File: src/rtl/wts_mix_scheduler.sv
// wts_mix_scheduler: per-frame 12-slot sample fetch, volume weighting, L/R mix and offset-binary DAC output.
// Optional ack timeout: define WTS_MIX_TIMEOUT_EN.  Rev 1.0
`default_nettype none

module wts_mix_scheduler #(
    parameter int NUM_SLOTS      = 12,
    parameter int FRAME_CYCLES   = 32,
    parameter int TIMEOUT_CYCLES = 16
) (
    input  logic        nreset,
    input  logic        clk,
    output logic [3:0]  slot_sel,
    output logic        sample_req,
    input  logic        sample_ack,
    input  logic [7:0]  sample_data,
    input  logic [3:0]  slot_volume,
    input  logic [1:0]  slot_enable,
    input  logic        clr_flags,
    output logic [11:0] left_out,
    output logic [11:0] right_out,
    output logic        out_valid,
    output logic        overrun,
    output logic        timeout
);

    localparam int FCW = $clog2(FRAME_CYCLES);

    if (FRAME_CYCLES < 2*NUM_SLOTS+2 || TIMEOUT_CYCLES < 1 || NUM_SLOTS > 16) begin : g_cfg_check
        $error("wts_mix_scheduler: invalid parameter set");
    end

    typedef enum logic [1:0] {
        S_IDLE = 2'd0,
        S_REQ  = 2'd1,
        S_ACC  = 2'd2,
        S_DONE = 2'd3
    } state_t;

    state_t             state_q;
    logic [FCW-1:0]     frame_q;
    logic [3:0]         slot_q;
    logic [7:0]         sample_q;
    logic signed [15:0] acc_l_q, acc_r_q;
    logic signed [15:0] acc_l_d, acc_r_d;
    logic signed [11:0] prod;
    logic signed [15:0] prod_ext;
    logic               req_q, valid_q, overrun_q;
    logic [11:0]        left_q, right_q;
    logic               frame_tick;
    logic               last_slot;

    assign frame_tick = (frame_q == FCW'(FRAME_CYCLES-1));
    assign last_slot  = (slot_q == 4'(NUM_SLOTS-1));

    // Worst case |sample*volume| is 1920, so a 12-bit signed product is exact.
    assign prod     = $signed({{4{sample_q[7]}}, sample_q}) * $signed({8'b0, slot_volume});
    assign prod_ext = {{4{prod[11]}}, prod};
    assign acc_l_d  = acc_l_q + (slot_enable[0] ? prod_ext : 16'sd0);
    assign acc_r_d  = acc_r_q + (slot_enable[1] ? prod_ext : 16'sd0);

    function automatic logic [11:0] to_dac(input logic signed [15:0] acc);
        logic signed [15:0] v;
        v = acc >>> 2;
        if (v > 16'sd2047)
            return 12'hFFF;
        else if (v < -16'sd2048)
            return 12'h000;
        else
            return {~v[11], v[10:0]};
    endfunction

`ifdef WTS_MIX_TIMEOUT_EN
    localparam int WW = $clog2(TIMEOUT_CYCLES+1);
    logic [WW-1:0] wait_q;
    logic          timeout_q;
    assign timeout = timeout_q;
`else
    assign timeout = 1'b0;
`endif

    always_ff @(posedge clk or negedge nreset) begin
        if (!nreset) begin
            state_q   <= S_IDLE;
            frame_q   <= '0;
            slot_q    <= 4'd0;
            sample_q  <= 8'd0;
            acc_l_q   <= 16'sd0;
            acc_r_q   <= 16'sd0;
            req_q     <= 1'b0;
            valid_q   <= 1'b0;
            left_q    <= 12'h800;
            right_q   <= 12'h800;
            overrun_q <= 1'b0;
`ifdef WTS_MIX_TIMEOUT_EN
            wait_q    <= '0;
            timeout_q <= 1'b0;
`endif
        end else begin
            frame_q   <= frame_tick ? '0 : frame_q + 1'b1;
            // A set in the same cycle as clr_flags leaves the flag set.
            overrun_q <= (overrun_q & ~clr_flags) | (frame_tick && (state_q != S_IDLE));
`ifdef WTS_MIX_TIMEOUT_EN
            timeout_q <= timeout_q & ~clr_flags;
`endif
            case (state_q)
                S_IDLE: begin
                    if (frame_tick) begin
                        acc_l_q <= 16'sd0;
                        acc_r_q <= 16'sd0;
                        slot_q  <= 4'd0;
                        req_q   <= 1'b1;
                        state_q <= S_REQ;
`ifdef WTS_MIX_TIMEOUT_EN
                        wait_q  <= '0;
`endif
                    end
                end
                S_REQ: begin
                    if (sample_ack) begin
                        sample_q <= sample_data;
                        req_q    <= 1'b0;
                        state_q  <= S_ACC;
                    end
`ifdef WTS_MIX_TIMEOUT_EN
                    else if (wait_q == WW'(TIMEOUT_CYCLES-1)) begin
                        sample_q  <= 8'd0;
                        timeout_q <= 1'b1;
                        req_q     <= 1'b0;
                        state_q   <= S_ACC;
                    end else begin
                        wait_q <= wait_q + 1'b1;
                    end
`endif
                end
                S_ACC: begin
                    acc_l_q <= acc_l_d;
                    acc_r_q <= acc_r_d;
                    // Load the DAC words on the last slot so they are valid with out_valid.
                    if (last_slot) begin
                        left_q  <= to_dac(acc_l_d);
                        right_q <= to_dac(acc_r_d);
                        valid_q <= 1'b1;
                        state_q <= S_DONE;
                    end else begin
                        slot_q  <= slot_q + 4'd1;
                        req_q   <= 1'b1;
                        state_q <= S_REQ;
`ifdef WTS_MIX_TIMEOUT_EN
                        wait_q  <= '0;
`endif
                    end
                end
                S_DONE: begin
                    valid_q <= 1'b0;
                    state_q <= S_IDLE;
                end
                default: state_q <= S_IDLE;
            endcase
        end
    end

    assign slot_sel   = slot_q;
    assign sample_req = req_q;
    assign left_out   = left_q;
    assign right_out  = right_q;
    assign out_valid  = valid_q;
    assign overrun    = overrun_q;

endmodule

`default_nettype wire

File: config.mk
export PLATFORM = sky130hd
export DESIGN_NAME = wts_mix_scheduler
export DESIGN_NICKNAME = d
export VERILOG_FILES = /design/src/rtl/wts_mix_scheduler.sv
export SDC_FILE = /design/constraint.sdc
export NUM_CORES = 1
export LEC_CHECK = 0
export ABC_CLOCK_PERIOD_IN_PS = 7100
export CAP_MARGIN = 10
export CELL_PAD_IN_SITES_DETAIL_PLACEMENT = 1
export CELL_PAD_IN_SITES_GLOBAL_PLACEMENT = 2
export CORE_MARGIN = 4
export CORE_UTILIZATION = 42
export CTS_BUF_LIST = sky130_fd_sc_hd__clkbuf_4
export DETAILED_ROUTE_END_ITERATION = 10
export DONT_BUFFER_PORTS = 1
export GPL_ROUTABILITY_DRIVEN = 0
export PLACE_DENSITY_LB_ADDON = 0.1
export SLEW_MARGIN = 20
export SYNTH_ARGS = -nofsm -noshare
export SYNTH_HDL_FRONTEND = slang
export SYNTH_SLANG_ARGS = --single-unit
File: constraint.sdc
create_clock -name clk -period 7.1 [get_ports clk]
set_clock_uncertainty 0.2 [all_clocks]
set_input_delay 2.13 -clock clk [delete_from_list [all_inputs] [get_ports clk]]
set_output_delay 2.13 -clock clk [all_outputs]
set_load 0.1 [all_outputs]
# After elaboration in Yosys (flattened, before gate mapping)
# Index checks and enable logic that the tools add are counted.
[op_classes]
n_bitwise = 5
n_eq_ne = 9
addsub = 4
reduce_logical = 13
magnitude_cmp = 4
muxes = 23
multipliers = 1
[ops]
columns = ["op", "count"]
rows = [
  ["case mux 16 bit (2 select lines)", 2],
  ["two-way mux 12 bit", 4],
  ["two-way mux 16 bit", 3],
  ["adder 16 bit", 2],
  ["> comparator 14 x 12 -> 1 bit, second input constant", 2],
  ["< comparator 14 x 12 -> 1 bit, second input constant", 2],
  ["multiplier 8 x 5 -> 12 bit", 1],
  ["AND reduction 2 bit", 5],
  ["two-way mux 4 bit", 2],
  ["inequality test 2 bit, second input constant", 4],
  ["case mux 2 bit (4 select lines)", 1],
  ["case mux 4 bit (2 select lines)", 1],
  ["two-way mux 2 bit", 3],
  ["nonzero test 2 bit", 3],
  ["adder 5 x 1 -> 5 bit, second input constant", 1],
  ["equality test 5 bit, second input constant", 1],
  ["two-way mux 5 bit", 1],
  ["adder 4 x 1 -> 4 bit, second input constant", 1],
  ["equality test 2 bit, second input constant", 2],
  ["equality test 4 bit, second input constant", 1],
  ["two-way mux 1 bit", 4],
  ["AND reduction 4 bit", 1],
  ["NOT 1 bit", 3],
  ["case mux 1 bit (3 select lines)", 1],
  ["other kinds (8)", 8],
]
[word_totals]
elab_cells = 70
inputBits = 18
regBits = 78
out_inout_bits = 32

# Depth between registers and ports, before layout
[logic_depth]
word_depth = 6
depth_mapped = 26
mapped_depth_nobuf = 24

# Least setup slack after synthesis
# No wires, ideal clock.
[synth_timing]
path_type = "input to register"
from = "input port slot_volume[2]"
to = "register right_q[1], in the netlist right_out[1]"
path_buffers = 2
t_required_ns = 6.779
path_slack_ns = -0.265
t_arrival_ns = 7.044
stages = 24
setup_ns = 0.121
cell_sequence = "and2_1 ha_1 inv_1 fa_1 fa_1 inv_1 ha_1 nor2b_1 o21ai_0 a21oi_1 o21ai_0 a21boi_0 o21ai_0 nor3b_1 nor3b_1 ha_1 clkbuf_1 nand3_1 o31ai_2 mux2_2 a21oi_1 buf_4 a21boi_0 o22a_1"
[synth_via]
elab_chain_cells = 6
elab_cells_between_ends = 7
cone_classes = "1 x add/sub; 1 x mul; 2 x order compare; 3 x mux"
[synth_lines]
columns = ["element", "line", "text"]
rows = [
  ["start: declaration", "16", "input logic [3:0] slot_volume,"],
  ["multiplier 8 x 5 -> 12 bit *", "56", "assign prod = $signed({{4{sample_q[7]}}, sample_q}) * $signed({8'b0, slot_volume});"],
  ["two-way mux 16 bit *", "59", "assign acc_r_d = acc_r_q + (slot_enable[1] ? prod_ext : 16'sd0);"],
  ["adder 16 bit *", "59", ""],
  ["< comparator 14 x 12 -> 1 bit", "66", "else if (v < -16'sd2048)"],
  ["two-way mux 12 bit", "66", ""],
  ["two-way mux 12 bit *", "64", "if (v > 16'sd2047)"],
  ["end signal: assignment", "141", "right_q <= to_dac(acc_r_d);"],
  ["end: declaration", "48", "logic [11:0] left_q, right_q;"],
]
# Mark *: on every way between the ends. The rest lies on a longest branch, timed or not.
# A chain may end at the register's enable or synchronous reset.

# Worst setup path after layout
[layout_timing]
from = "input port slot_volume[2]"
to = "register left_q[9], in the netlist left_out[9]"
[layout_via]
elab_chain_cells = 6
elab_cells_between_ends = 7
cone_classes = "1 x add/sub; 1 x mul; 2 x order compare; 3 x mux"
[layout_lines]
columns = ["element", "line", "text"]
rows = [
  ["multiplier 8 x 5 -> 12 bit *", "56", ""],
  ["two-way mux 16 bit *", "58", "assign acc_l_d = acc_l_q + (slot_enable[0] ? prod_ext : 16'sd0);"],
  ["adder 16 bit *", "58", ""],
  ["< comparator 14 x 12 -> 1 bit", "66", ""],
  ["two-way mux 12 bit", "66", ""],
  ["two-way mux 12 bit *", "64", ""],
  ["end signal: assignment", "140", "left_q <= to_dac(acc_l_d);"],
  ["end: declaration", "48", ""],
]
# Marks and branches as above.

==> results by group <==
Status
  • Status: finished clean

Route
  • TritonRoute pass-1 iters: 4
  • Drt total wl: 16900 µm
  • Routed len/inst: 18.6 µm
  • Total number of vias: 5026
  • DRC violations left: 0
  • Initial DRC Count: 180
  • Vias/cell: 5.54
  • Routed Antenna Nets: 0

Hold path
  • Hold endpoint: frame_q[0]$_DFF_PN0_
  • WHS Path Cells: 1
  • Tightest Hold Check Type: reg2reg
  • Min-delay src: frame_q[0]$_DFF_PN0_

Die
  • Rows: between 40 and 50
  • Chip height: around 130 µm
  • Io pins: 50
  • Chip Width: 128 µm
  • Die area: 16300 µm²
  • Initial Util: 43.1%
  • Total core area: 14000 µm²

Layout
  • Layout overhead on the synthesized area: 20.2%
  • NumNets Final: 811
  • Post-route insts no fill: around 910
  • Layout cells sized above 1: 24.1%

Synth
  • Synthesized Nets: 737
  • Number of synthesized flops with an enable pin: 0
  • Mapped Avg Cell Area: just over 9 µm²
  • Sequential-to-total area share from yosys stat: between 30% and 40%
  • Post-Synthesis Cells: 647
  • Leading register cell type out of synthesis: dfrtp_1
  • Yosys reg bits: 78
  • Asr flop ratio synth: between 90% and 100%
  • Synth cell types: 70
  • Syn. warnings: 0
  • Post-synthesis cell area: 6020 µm²

Critical path
  • Worst path arrival time: approximately 7.1 ns
  • Register-to-Register Path Depth: 26
  • Startpoint Class: input pin
  • CP Class: in2reg
  • CP max FO: 8
  • R2R Setup Slk: around 1.3 ns
  • Worst r2r src: sample_q[0]$_DFFE_PN0P_
  • Worst setup EP type: flip-flop
  • Critical R2R Capture: left_out[9]$_DFFE_PN0P_
  • Critical Path RT: between 7 and 8 ns

Clocking
  • Clk sinks: 78
  • Worst-path clk slew: 0.15 ns
  • CTS Root Cell: clkbuf_4
  • CTS tree: done
  • Total CTS buffers: 9
  • Maximum clock insertion buffer count: 2
  • CTS Hold Bufs: 0
  • H-tree levels: 3
  • Skew-Pair Late Insertion Delay: 0.47 ns

Placement
  • Post-Place Cells: between 800 and 900
  • Input/output buffers: 0
  • Half-perimeter wire length after placement: 12800 µm

Timing
  • Final Max Slew Viols: 0
  • F_max: 144 MHz
  • Final Hold Viols: 0
  • Setup violators final: 0
  • Final Critical Period: 6.96 ns
  • Slew margin rel.: 32.2%
  • Final critical-path share of the clock period: between 90% and 100%
  • Worst slew pin tran: 1.02 ns

GRT
  • Grt total ovfl: 0
  • Vias in the first global route: 5513
  • GRT Util Overall: a little over a fifth
  • First-pass GRT wire length: roughly 28000 µm
  • Largest net degree at the start of global routing: 79
  • Initial antenna violation count: 1

Flow run
  • Max Cap Viol: 0
-- critical path, cell delays in order --
cell	delay (ns)
and2_1	0.12
ha_1	0.28
inv_2	0.04
fa_1	0.51
fa_1	0.41
inv_1	0.11
ha_4	0.21
nor2b_2	0.16
o21ai_2	0.17
a21oi_2	0.09
o21ai_2	0.17
a21boi_2	0.09
o21ai_2	0.21
nor3b_4	0.26
nor3_2	0.07
buf_4	0.15
ha_4	0.26
o21ai_0	0.08
o21a_1	0.21
o31a_1	0.14
o31a_1	0.36
o2111ai_2	0.11
o2111ai_2	0.17
buf_4	0.18
a21oi_4	0.15
buf_6	0.16
o211ai_1	0.11
-- final cells by class --
| class | instances | area (µm²) |
|---|---|---|
| fillers | 1643 | 6750 |
| repair buffers | 88 | 681 |
| clock buffers | 10 | 75.1 |
| well taps | 180 | 225 |
| inverters | 59 | 221 |
| flip-flops and latches | 78 | 1950 |
| diodes | 1 | 2.50 |
| clock inverters | 6 | 92.6 |
| multi-input cells | 485 | 3990 |
-- flip-flops by register name, summed over array words and instances, names as in the netlist --
register / count
left_out: 12
acc_r_q: 16
frame_q: 5
state_q: 2
overrun: 1
sample_req: 1
out_valid: 1
acc_l_q: 16
right_out: 12
slot_sel: 4
sample_q: 8
-- through the flow --
stage	area [µm²]	TNS, ns	setup slack [ns]	util (%)	hold WS [ns]
2_1_floorplan	6060	0	0.000928	-	0.233
3_3_place_gp	6760	-9.13	-0.483	48.3	0.244
6_report	7240	0	0.137	51.8	0.275
5_1_grt	7240	-1.19	-0.0903	51.8	0.295
4_1_cts	6960	0	0.00261	49.7	0.280
3_5_place_dp	6760	-14.00	-0.643	48.3	0.261
-- layout by cell type, fill, tap and decap left out, types with 3 or more instances in the layout --
cell type,Yosys,routed
a21o_1,12,12
o21a_1,7,7
nor2b_1,8,7
a21oi_2,0,7
nand2_1,56,56
and2_2,3,3
o21ai_0,42,38
nor2_1,22,20
xor2_1,13,13
nand3_1,13,12
nand3b_1,3,3
and3_4,1,3
a21oi_1,37,28
xnor2_1,21,20
a22o_1,15,15
inv_1,59,57
ha_4,0,4
fa_1,18,18
and2_1,36,36
a21boi_0,8,6
o211ai_1,13,13
mux2_2,9,9
clkbuf_4,0,11
buf_4,2,84
o21bai_1,6,5
ha_1,54,49
dfrtp_1,76,76
o22a_1,11,11
o31ai_1,5,4
and3_1,9,7
o21ai_2,0,4
a211oi_1,4,3
nand2b_1,4,4
-- cells in the mapped netlist (11+ instances only) --
master / number / area [µm²]
a21oi_1: 37 / 185
xor2_1: 13 / 114
nand3_1: 13 / 65.1
dfrtp_1: 76 / 1900
o22a_1: 11 / 96.3
inv_1: 59 / 221
ha_1: 54 / 676
clkbuf_1: 16 / 60.1
a21o_1: 12 / 90.1
nor2_1: 22 / 82.6
nand2_1: 56 / 210
and2_1: 36 / 225
xnor2_1: 21 / 184
o21ai_0: 42 / 210
a22o_1: 15 / 131
fa_1: 18 / 360
o211ai_1: 13 / 97.6
-- cells by family after synthesis --
logic type | after synthesis | share of synthesized area, %
DFF | 78 | 32.5
adders and majority gates | 72 | 17.2
other | 1 | 0.0623
AOI/OAI and AO/OA | 187 | 21.3
and+or+nand+nor | 179 | 15.7
muxes | 10 | 1.85
buffers and inverters | 84 | 5.88
xor gates and xnor gates | 36 | 5.59
-- worst max-delay path by stage --
stage / startpoint / to / slack [ns] / cells past startpoint
after floorplan: slot_volume[2] / right_out[1]$_DFFE_PN0P_ / 0.0009 / 24
after global placement: slot_volume[2] / right_out[1]$_DFFE_PN0P_ / -0.48 / 23
after detailed placement: slot_volume[2] / right_out[0]$_DFFE_PN0P_ / -0.64 / 23
after CTS: slot_volume[2] / right_out[0]$_DFFE_PN0P_ / 0.003 / 24
after global routing: slot_volume[2] / left_out[5]$_DFFE_PN0P_ / -0.09 / 27
final: slot_volume[2] / left_out[9]$_DFFE_PN0P_ / 0.14 / 27
-- routing by layer --
metal | GRT usage (%) | up-vias | share of wire (%)
met2 | 38.1 | 48 | 52
met4 | 6.55 | 0 | 1.5
met5 | 0 | - | 0
li1 | - | 2412 | -
met3 | 2.79 | 17 | 2.0
met1 | 26.5 | 2549 | 45
-- timing repair --
action | in CTS | in global routing
endpoints found under the setup margin | 22 | 25
gates resized for setup | 4 | 53
pin swaps | 2 | 23
gates cloned | 0 | 2
buffers inserted | 1 | 5
Power is not shown: default switching activity piles up to over one toggle a cycle in this logic, so the estimate is an artifact.
